==> src/rtl/clock_enable_gen_pkg.sv <==
// Shared types and helpers for the clock-enable generator: FSM state
// encoding and the width function for the lock-stability counter.
package clock_enable_gen_pkg;

  typedef enum logic [1:0] {
    WAIT_LOCK = 2'd0,
    STABILIZE = 2'd1,
    RUN       = 2'd2
  } state_t;

  // Minimum of one bit so that small counts still give a legal vector.
  function automatic int cnt_width(input int n);
    return ($clog2(n) < 1) ? 1 : $clog2(n);
  endfunction

endpackage

==> src/rtl/clock_enable_div.sv <==
// One clock-enable channel: counts 0..N-1 while active and pulses tick on
// the last count. The divisor is latched on start-up and at every wrap.
module clock_enable_div
  import clock_enable_gen_pkg::*;
#(
  parameter int DIV_W = 8
) (
  input  logic             clock,
  input  logic             reset,
  input  logic             active,
  input  logic [DIV_W-1:0] div_value,
  output logic             tick
);

  logic [DIV_W-1:0] cnt;
  logic [DIV_W-1:0] div_q;
  logic [DIV_W-1:0] last;
  logic             started;
  logic             wrap;

  // N=0 and N=1 both collapse to a single-state counter.
  assign last = (div_q <= DIV_W'(1)) ? '0 : div_q - DIV_W'(1);
  assign wrap = (cnt == last);

  always_ff @(posedge clock or posedge reset) begin
    if (reset) begin
      cnt     <= '0;
      div_q   <= '0;
      started <= 1'b0;
    end else if (!active) begin
      cnt     <= '0;
      started <= 1'b0;
    end else if (!started) begin
      started <= 1'b1;
      cnt     <= '0;
      div_q   <= div_value;
    end else if (wrap) begin
      cnt     <= '0;
      div_q   <= div_value;
    end else begin
      cnt     <= cnt + DIV_W'(1);
    end
  end

  // Gated combinationally so that a disable or a loss of RUN kills the
  // pulse in the same cycle; the stale divisor is never used before start.
  assign tick = active & started & wrap;

endmodule

==> src/rtl/clock_enable_gen.sv <==
// Lock-qualified reset sequencer with NUM_CH clock-enable dividers.
// Define CLOCK_ENABLE_GEN_LOSS_DETECT_EN to drop out of RUN on lock loss.
module clock_enable_gen
  import clock_enable_gen_pkg::*;
#(
  parameter int NUM_CH      = 2,
  parameter int DIV_W       = 8,
  parameter int LOCK_CYCLES = 1024,
  parameter int SYNC_STAGES = 2
) (
  input  logic                    clock,
  input  logic                    reset,
  input  logic                    pll_locked,
  input  logic [NUM_CH*DIV_W-1:0] div_value,
  input  logic [NUM_CH-1:0]       ch_enable,
  input  logic                    lock_lost_clr,
  output logic                    sys_reset,
  output logic                    ready,
  output logic [NUM_CH-1:0]       tick,
  output logic                    lock_lost
);

  localparam int              CNT_W    = cnt_width(LOCK_CYCLES);
  localparam logic [CNT_W-1:0] CNT_LAST = CNT_W'(LOCK_CYCLES - 1);

  logic [SYNC_STAGES-1:0] sync_q;
  logic                   lk;
  state_t                 state_q, state_d;
  logic [CNT_W-1:0]       stab_cnt, cnt_d;
  logic                   run;

  // NOTE: sequential state is always assigned with <= so every flop samples
  // the pre-edge values of its neighbours.
  always_ff @(posedge clock or posedge reset) begin
    if (reset) sync_q <= '0;
    else       sync_q <= {sync_q[SYNC_STAGES-2:0], pll_locked};
  end
  assign lk = sync_q[SYNC_STAGES-1];

  always_ff @(posedge clock or posedge reset) begin
    if (reset) begin
      state_q  <= WAIT_LOCK;
      stab_cnt <= '0;
    end else begin
      state_q  <= state_d;
      stab_cnt <= cnt_d;
    end
  end

  // NOTE: defaults first so no path through the case leaves a latch.
  always_comb begin
    state_d = state_q;
    cnt_d   = '0;
    unique case (state_q)
      WAIT_LOCK: if (lk) state_d = STABILIZE;
      STABILIZE: begin
        if (!lk)                    state_d = WAIT_LOCK;
        else if (stab_cnt == CNT_LAST) state_d = RUN;
        else                        cnt_d   = stab_cnt + CNT_W'(1);
      end
      RUN: begin
`ifdef CLOCK_ENABLE_GEN_LOSS_DETECT_EN
        if (!lk) state_d = WAIT_LOCK;
`endif
      end
      default: state_d = WAIT_LOCK;
    endcase
  end

  assign run = (state_q == RUN);

  always_ff @(posedge clock or posedge reset) begin
    if (reset) begin
      sys_reset <= 1'b1;
      ready     <= 1'b0;
    end else begin
      sys_reset <= !run;
      ready     <= run;
    end
  end

`ifdef CLOCK_ENABLE_GEN_LOSS_DETECT_EN
  // A fresh loss event outranks a simultaneous clear.
  always_ff @(posedge clock or posedge reset) begin
    if (reset)              lock_lost <= 1'b0;
    else if (run && !lk)    lock_lost <= 1'b1;
    else if (lock_lost_clr) lock_lost <= 1'b0;
  end
`else
  logic unused_lock_lost_clr;
  assign unused_lock_lost_clr = lock_lost_clr;
  assign lock_lost            = 1'b0;
`endif

  for (genvar k = 0; k < NUM_CH; k++) begin : g_ch
    clock_enable_div #(.DIV_W(DIV_W)) u_div (
      .clock     (clock),
      .reset     (reset),
      .active    (ch_enable[k] & run),
      .div_value (div_value[k*DIV_W +: DIV_W]),
      .tick      (tick[k])
    );
  end

endmodule

==> config.mk <==
export PLATFORM = sky130hd
export DESIGN_NAME = clock_enable_gen
export DESIGN_NICKNAME = d
export VERILOG_FILES = /design/src/rtl/clock_enable_gen_pkg.sv /design/src/rtl/clock_enable_div.sv /design/src/rtl/clock_enable_gen.sv
export SDC_FILE = /design/constraint.sdc
export NUM_CORES = 1
export LEC_CHECK = 0
export ABC_AREA = 1
export CORE_MARGIN = 1.5
export CORE_UTILIZATION = 35
export CTS_BUF_LIST = sky130_fd_sc_hd__clkbuf_4 sky130_fd_sc_hd__clkbuf_8
export CTS_CLUSTER_SIZE = 14
export DETAILED_ROUTE_END_ITERATION = 16
export SYNTH_ARGS = -nofsm -noshare
export SYNTH_HDL_FRONTEND = slang
export SYNTH_SLANG_ARGS = --single-unit
==> constraint.sdc <==
create_clock -name clock -period 5 [get_ports clock]
set_input_delay 1 -clock clock [delete_from_list [all_inputs] [get_ports clock]]
set_output_delay 1 -clock clock [all_outputs]
set_load 0.005 [all_outputs]
== Word-level counts from Yosys, hierarchy flattened ==
Cells that the tools add are included.

* Equality and inequality tests: 9
* Mux-type cells: 21
* $lt $le $gt $ge: 2
* Add/sub/neg operators: 5
* Bitwise gates (word level): 7
* Reduce and logical (&&, ||, !) cells: 5

{| class="wikitable"
|+ Operator list
! cell !! count
|-
| two-way mux 8 bit || 12
|-
| two-way mux 10 bit || 3
|-
| adder 8 x 1 -> 8 bit, second input constant || 2
|-
| equality test 8 bit || 2
|-
| <= comparator 8 x 1 -> 1 bit, second input constant || 2
|-
| subtractor 8 x 1 -> 8 bit, second input constant || 2
|-
| adder 10 x 1 -> 10 bit, second input constant || 1
|-
| equality test 10 bit, second input constant || 1
|-
| AND 1 bit || 6
|-
| two-way mux 2 bit || 3
|-
| != test 2 bit, second input constant || 3
|-
| case mux 2 bit (3 select lines) || 1
|-
| AND reduction 2 bit || 2
|-
| != test 3 bit, second input constant || 1
|-
| AND reduction 3 bit || 1
|-
| equality test 2 x 1 -> 1 bit, second input constant || 1
|-
| equality test 2 bit, second input constant || 1
|-
| logical NOT 2 bit || 1
|-
| two-way mux 1 bit || 2
|-
| logical NOT 1 bit || 1
|-
| inverter 1 bit || 1
|}

* Output and inout port bits: 5
* Register bits after elaboration: 50
* Bits of input ports: 22

== Depth between registers and ports, before layout ==
* Depth in word-level cells: 6
* Depth in mapped cells: 16

== By module ==
Synthesis repeated with hierarchy kept, for this count alone.

* Cells, all modules: 412
* Area total of the unflattened synthesis: 3,039.2 µm²

{| class="wikitable"
|+ By module, submodules not included
! module !! times used !! cells an instance !! area an instance (µm²) !! seq. area each (µm²)
|-
| clock_enable_div (g_ch[1].u_div) || 1 || 163 || 1,156.1 || 425.4
|-
| clock_enable_div (g_ch[0].u_div) || 1 || 168 || 1,147.4 || 425.4
|-
| clock_enable_gen || 1 || 81 || 735.7 || 401.6
|}

== Worst setup path after synthesis ==
OpenSTA, ideal clock, no wires.

* Path kind: input port to output port
* From: input ch_enable[1]
* To: output tick[1]
* Buffers on the path: 2
* Arrival time: 1,727 ps
* Stages on the path: 6
* Path slack: 2,273 ps
* Required time: 4,000 ps
* Cells stage by stage: nand2_1 inv_1 clkbuf_1 nand2_1 nor2_1 buf_4

* Word-level cells in the longest chain between the ends: 3

{| class="wikitable"
|+ Ends and longest elaborated chain
! element !! RTL line !! source
|-
| start, declared || clock_enable_gen.sv:15 || <nowiki>input logic [NUM_CH-1:0] ch_enable,</nowiki>
|-
| AND 1 bit || clock_enable_gen.sv:99 || <nowiki>.active (ch_enable[k] & run),</nowiki>
|-
| named net g_ch[1].u_div.active || clock_enable_div.sv:10 || <nowiki>input logic active,</nowiki>
|-
| AND 1 bit (2 in a row) || clock_enable_div.sv:47 || <nowiki>assign tick = active & started & wrap;</nowiki>
|-
| end, declared || clock_enable_gen.sv:19 || <nowiki>output logic [NUM_CH-1:0] tick,</nowiki>
|}

The timed path passes the listed nets, and every way through them passes these cells.

== Worst setup path after layout ==
* From: register g_ch[1].u_div.div_q[0]
* To: output tick[1]

* Word-level cells in the longest chain between the ends: 4
* Elaborated cells on any way between the ends: 5

{| class="wikitable"
|+ Ends and longest elaborated chain
! element !! RTL line !! source
|-
| start, declared || clock_enable_div.sv:16 || <nowiki>logic [DIV_W-1:0] div_q;</nowiki>
|-
| start signal, assigned || clock_enable_div.sv:36 || <nowiki>div_q <= div_value;</nowiki>
|-
| start signal, assigned || clock_enable_div.sv:39 || <nowiki>div_q <= div_value;</nowiki>
|-
| subtractor 8 x 1 -> 8 bit or <= comparator 8 x 1 -> 1 bit (tied branches) || clock_enable_div.sv:22 || <nowiki>assign last = (div_q <= DIV_W'(1)) ? '0 : div_q - DIV_W'(1);</nowiki>
|-
| two-way mux 8 bit * || clock_enable_div.sv:22 ||
|-
| equality test 8 bit * || clock_enable_div.sv:23 || <nowiki>assign wrap = (cnt == last);</nowiki>
|-
| AND 1 bit * || clock_enable_div.sv:47 ||
|}

Mark *: on every way between the ends. The rest lies on a longest branch, timed or not.

==> impl_summary.md <==
CTS
Buffers inserted to repair hold after CTS numbered 0. Clock tree synthesis selected as its root buffer the cell clkbuf_8. The clock-pin slew on the worst setup and hold paths is around 110 ps. The number of buffers inserted during clock tree synthesis is 5. The TritonCTS clock tree is done. The clock drives 50 sinks. After clock tree synthesis, the repair step resized 0 gates. The clock passes through at most 2 buffers. The H-tree was split into 2 levels.

The clock reaches the later pin of the worst-skew pair after around 310 ps. The count of buffers added by post-CTS timing repair for setup is 0.

Worst setup path
The data required time at the worst endpoint is roughly 4000 ps. The signal on the critical path passes through inv_1 -> ha_1 -> nor2_1 -> nor2_1 -> nand2_2 -> nand3_1 -> nand2_1 -> inv_1 -> nand2_1 -> nor2_1 -> nand3_2 -> nor2_1 -> clkdlybuf4s50_1. On the critical path the largest part of the delay comes from simple AND/OR/NAND/NOR gates. The largest single stage delay on the critical path is ~500 ps. The number of buffer and inverter stages on the critical path is 3.

The worst setup path is launched from a flip-flop. The data arrival at the endpoint of the critical path is 2710 ps. The critical path capture point type is an output port.

The category of the critical setup timing path is flip-flop to output port. The most used cell along the critical path is nor2_1. The critical-path maximum fanout is 12. The worst register-to-register path has a depth of 15. The setup check on the worst reg-to-reg path leaves a slack of 2720 ps. The startpoint identified for the worst register-to-register timing path is g_ch[1].u_div.div_q[0]. The cell at the slowest stage of the critical path is clkdlybuf4s50_1.

The end of the worst register-to-register path is g_ch[1].u_div.div_q[5].

Hold path
The hold path depth is 0. The startpoint identified for the worst hold timing path is sync_q[0]. The type of the worst min-delay path is flip-flop to flip-flop. The end point of the worst hold path is sync_q[1].

Power and ir drop
The worst-case IR drop observed on VDD is ~0.000096 V. The switching portion of total power is roughly 24%. In this run the power spent charging and discharging nets is 0.1676 mW. The design draws approximately 0.69 mW. The clock network burns ~37% of the power. The cell area power density is ~210 nW/µm². The combinational share of power is 4.5%. The part of the power in registers is 59.0%. The internal cell power is ~0.53 mW. The cell leakage power is approximately 1.6 nW.

Layout
In the final design database the tool counted about 450 nets. The filler cell count is 845. From synthesis to final layout, the design area changed by 14.10%.

Registers take 1252 µm². Once layout is done, the placed cells without fillers occupy around 3300 µm². The area occupied by multi-input gates is 1426 µm². The repair_antennas step left the layout with diodes totalling 0. Cells with a size suffix above 1 make up around 6.9% of the layout.

Synthesis
Yosys instantiated no cell more often than nand2_1. The synthesized area per cell is 7.450 µm². Summing the areas of all xor and xnor instances in the mapped netlist gives 3.889% of the synthesized area. In this run the cell area of the synthesized design comes to 2928 µm². After synthesis, flip-flops and latches occupy a little over two fifths of the total area. The synthesized net count is ~420. After synthesis, the most frequently instantiated cells are nand2_1, inv_1, dfrtp_1, nor2_1, nand3_1.

The post-synthesis simple-gate area fraction is about two fifths. The main combinational cell family by area after synthesis is simple AND/OR/NAND/NOR gates. The number of distinct library cell variants in the gate-level netlist after synthesis is 31. The post-synthesis async set-or-reset flop share is 100.0%.

The synthesized design contains 0 enable-type register cells. The fraction of post-synthesis cell area in the top cell type by area is between 40% and 50%. For this run, the leading register cell type out of synthesis is dfrtp_1.

Summed over all instances, the cell type with the most area after synthesis is dfrtp_1. Counting flops and latches in the post-synthesis netlist gives 50. After synthesis, the cell types taking the most area are dfrtp_1, nand2_1, nand3_1. The cell count after synthesis is slightly below 400. Of the total synthesized cell area, the portion taken by full adders, half adders and majority gates is 2.991%.

The multiplexer fraction of the synthesized cell area is 0%. The Yosys step of the flow raised 0 warnings. The compound-gate portion of the synthesized area is between 3 and 4%.

Routing
After detailed routing, the total wire length is roughly 5.7 mm. After detailed routing, the average wire length per cell comes to about 11 µm. The detailed route wirelength on metal3 is about 140 µm. The routed via count divided by cell count is between 4 and 5. The final routed DRC violation total is 0. The highest metal layer carrying signal wires in the routed design is met4. The DRC violation total after the first TritonRoute iteration is 92. The pre-antenna-repair detailed-routing pass consisted of 4 iterations. The total length of routed met2 wires is around 2.6 mm. The detail route stage leaves a number of antenna-violating nets equal to 0. The routed metal-1 wirelength is 2.903 mm. The total number of vias is between 2000 and 2500.

GRT
After global routing the overflow that remains totals 0. The pin count of the biggest net entering global routing is between 50 and 60. The total global routing track utilization is ~14%. The global-route wire length before repair is just over 10 mm. The number of antenna violations at the first check in global routing was 0. The via count of the first global-routing pass is between 2000 and 2500.

Die
The die boundary height is between 90 and 100 µm. In this run the core area contains 33 standard-cell rows. The initial cell density of the core is a little over a third. The die is between 90 and 100 µm wide.

The area of the core is 8175 µm². Pin placement for this block handled 27 I/O pins. The die outline area is 8923 µm².

STA
For the final database, setup skew stands at roughly 11 ps. Static timing analysis puts the maximum clock frequency at 0.2692 GHz. The headroom to the max-slew limit is ~31%. Setup violations remaining at the end of the flow were counted as 0. The slew at the pin closest to its max-slew limit is 1034 ps. The final critical-path setup slack is between 1000 and 1500 ps. The number of slew-limit violations in the final report is 0. The share of the clock period used by the worst path is 74.29%. Setup repair after global routing left no endpoint under its margin. Summed over all failing endpoints, the final setup total negative slack is 0 ps. The final count of hold timing violations is 0. The clock period minus worst slack is between 3000 and 4000 ps.

The worst hold margin is roughly 360 ps.

Placement
During placement, the flow inserted port buffers numbering 24. At the placement stage, the worst setup path has a slack of about 1300 ps. The HPWL after detailed placement is around 4.3 mm.

The placer congestion estimate is 0.8502. Once placement finished, the instance area stood at between 3000 and 4000 µm².

Job
The number of max-capacitance violations reported is 0.

Status
The flow ran to the end, and the final reports show no timing, DRC or antenna violations.
stage by stage:
step | util (%) | instances
after global placement | 39.70 | 515
after detailed placement | 39.70 | 515
after floorplan | - | 393
after CTS | 40.86 | 523
after global routing | 40.86 | 523
final | 40.86 | 523
cell type report:
type,count,area share [%]
Sequential cell,50,37.49
Clock inverter,3,0.7865
Tap cell,105,3.933
Multi-Input combinational cell,284,42.70
Timing Repair Buffer,24,7.191
Clock buffer,5,2.060
Inverter,52,5.843
power groups by stage:
| stage | clock network [mW] | registers [mW] | logic (mW) |
|---|---|---|---|
| finish | 0.254 | 0.409 | 0.0313 |
| global route | 0.282 | 0.410 | 0.0358 |
| CTS | 0.265 | 0.409 | 0.0325 |
| detailed placement | 0 | 0.417 | 0.0323 |
| global placement | 0 | 0.417 | 0.0319 |
| floorplan | 0 | 0.417 | 0.0130 |
cell families (layout without fill, tap and decap cells):
kind of cell             count (synthesis)  after routing
adder cells (fa/ha/maj)                  7              7
buffers and inverters                   59             84
XOR/XNOR                                13             13
flip-flops                              50             50
other                                    1              1
AND/OR/NAND/NOR                        247            247
AO/OA/AOI/OAI                           16             16
state kept, by name, indices dropped and copies added (netlist names):
name and count:
sys_reset 1, ready 1, stab_cnt 10, g_ch.u_div.cnt 16
sync_q 2, g_ch.u_div.div_q 16, state_q 2, g_ch.u_div.started 2
metal layers:
layer  vias up  GRT usage [%]
li1       1278              -
met1      1133          18.54
met2        26          24.40
met3         4          2.657
met4         0          3.856
met5         -              0
worst max path at each step:
| stage | from | end | slack (ps) | cells past startpoint |
|---|---|---|---|---|
| 3_5_place_dp | ch_enable[0] | tick[0] | 1330 | 6 |
| 6_report | g_ch[1].u_div.div_q[0] | tick[1] | 1290 | 13 |
| 3_3_place_gp | ch_enable[0] | tick[0] | 1350 | 6 |
| 5_1_grt | g_ch[0].u_div.div_q[0] | tick[0] | 1000 | 13 |
| 2_1_floorplan | ch_enable[1] | tick[1] | 2270 | 6 |
| 4_1_cts | g_ch[1].u_div.div_q[0] | tick[1] | 1250 | 13 |
layout by cell type (no fill, tap or decap):
cell type,instances
a21oi_1,3
a31oi_1,1
and2_1,1
and3_1,1
clkbuf_8,5
clkdlybuf4s50_1,24
clkinv_4,1
conb_1,1
dfrtp_1,49
dfstp_2,1
ha_1,7
inv_1,50
inv_2,2
inv_6,2
nand2_1,113
nand2_2,4
nand2_4,4
nand3_1,40
nand3_2,5
nand3b_1,1
nand4_1,8
nand4_2,2
nor2_1,49
nor2_2,3
nor3_1,13
nor3b_1,3
o21ai_0,6
o21ai_1,2
o21bai_1,4
xnor2_1,3
xor2_1,10
Note: power is estimated with default switching activity, not from simulation.
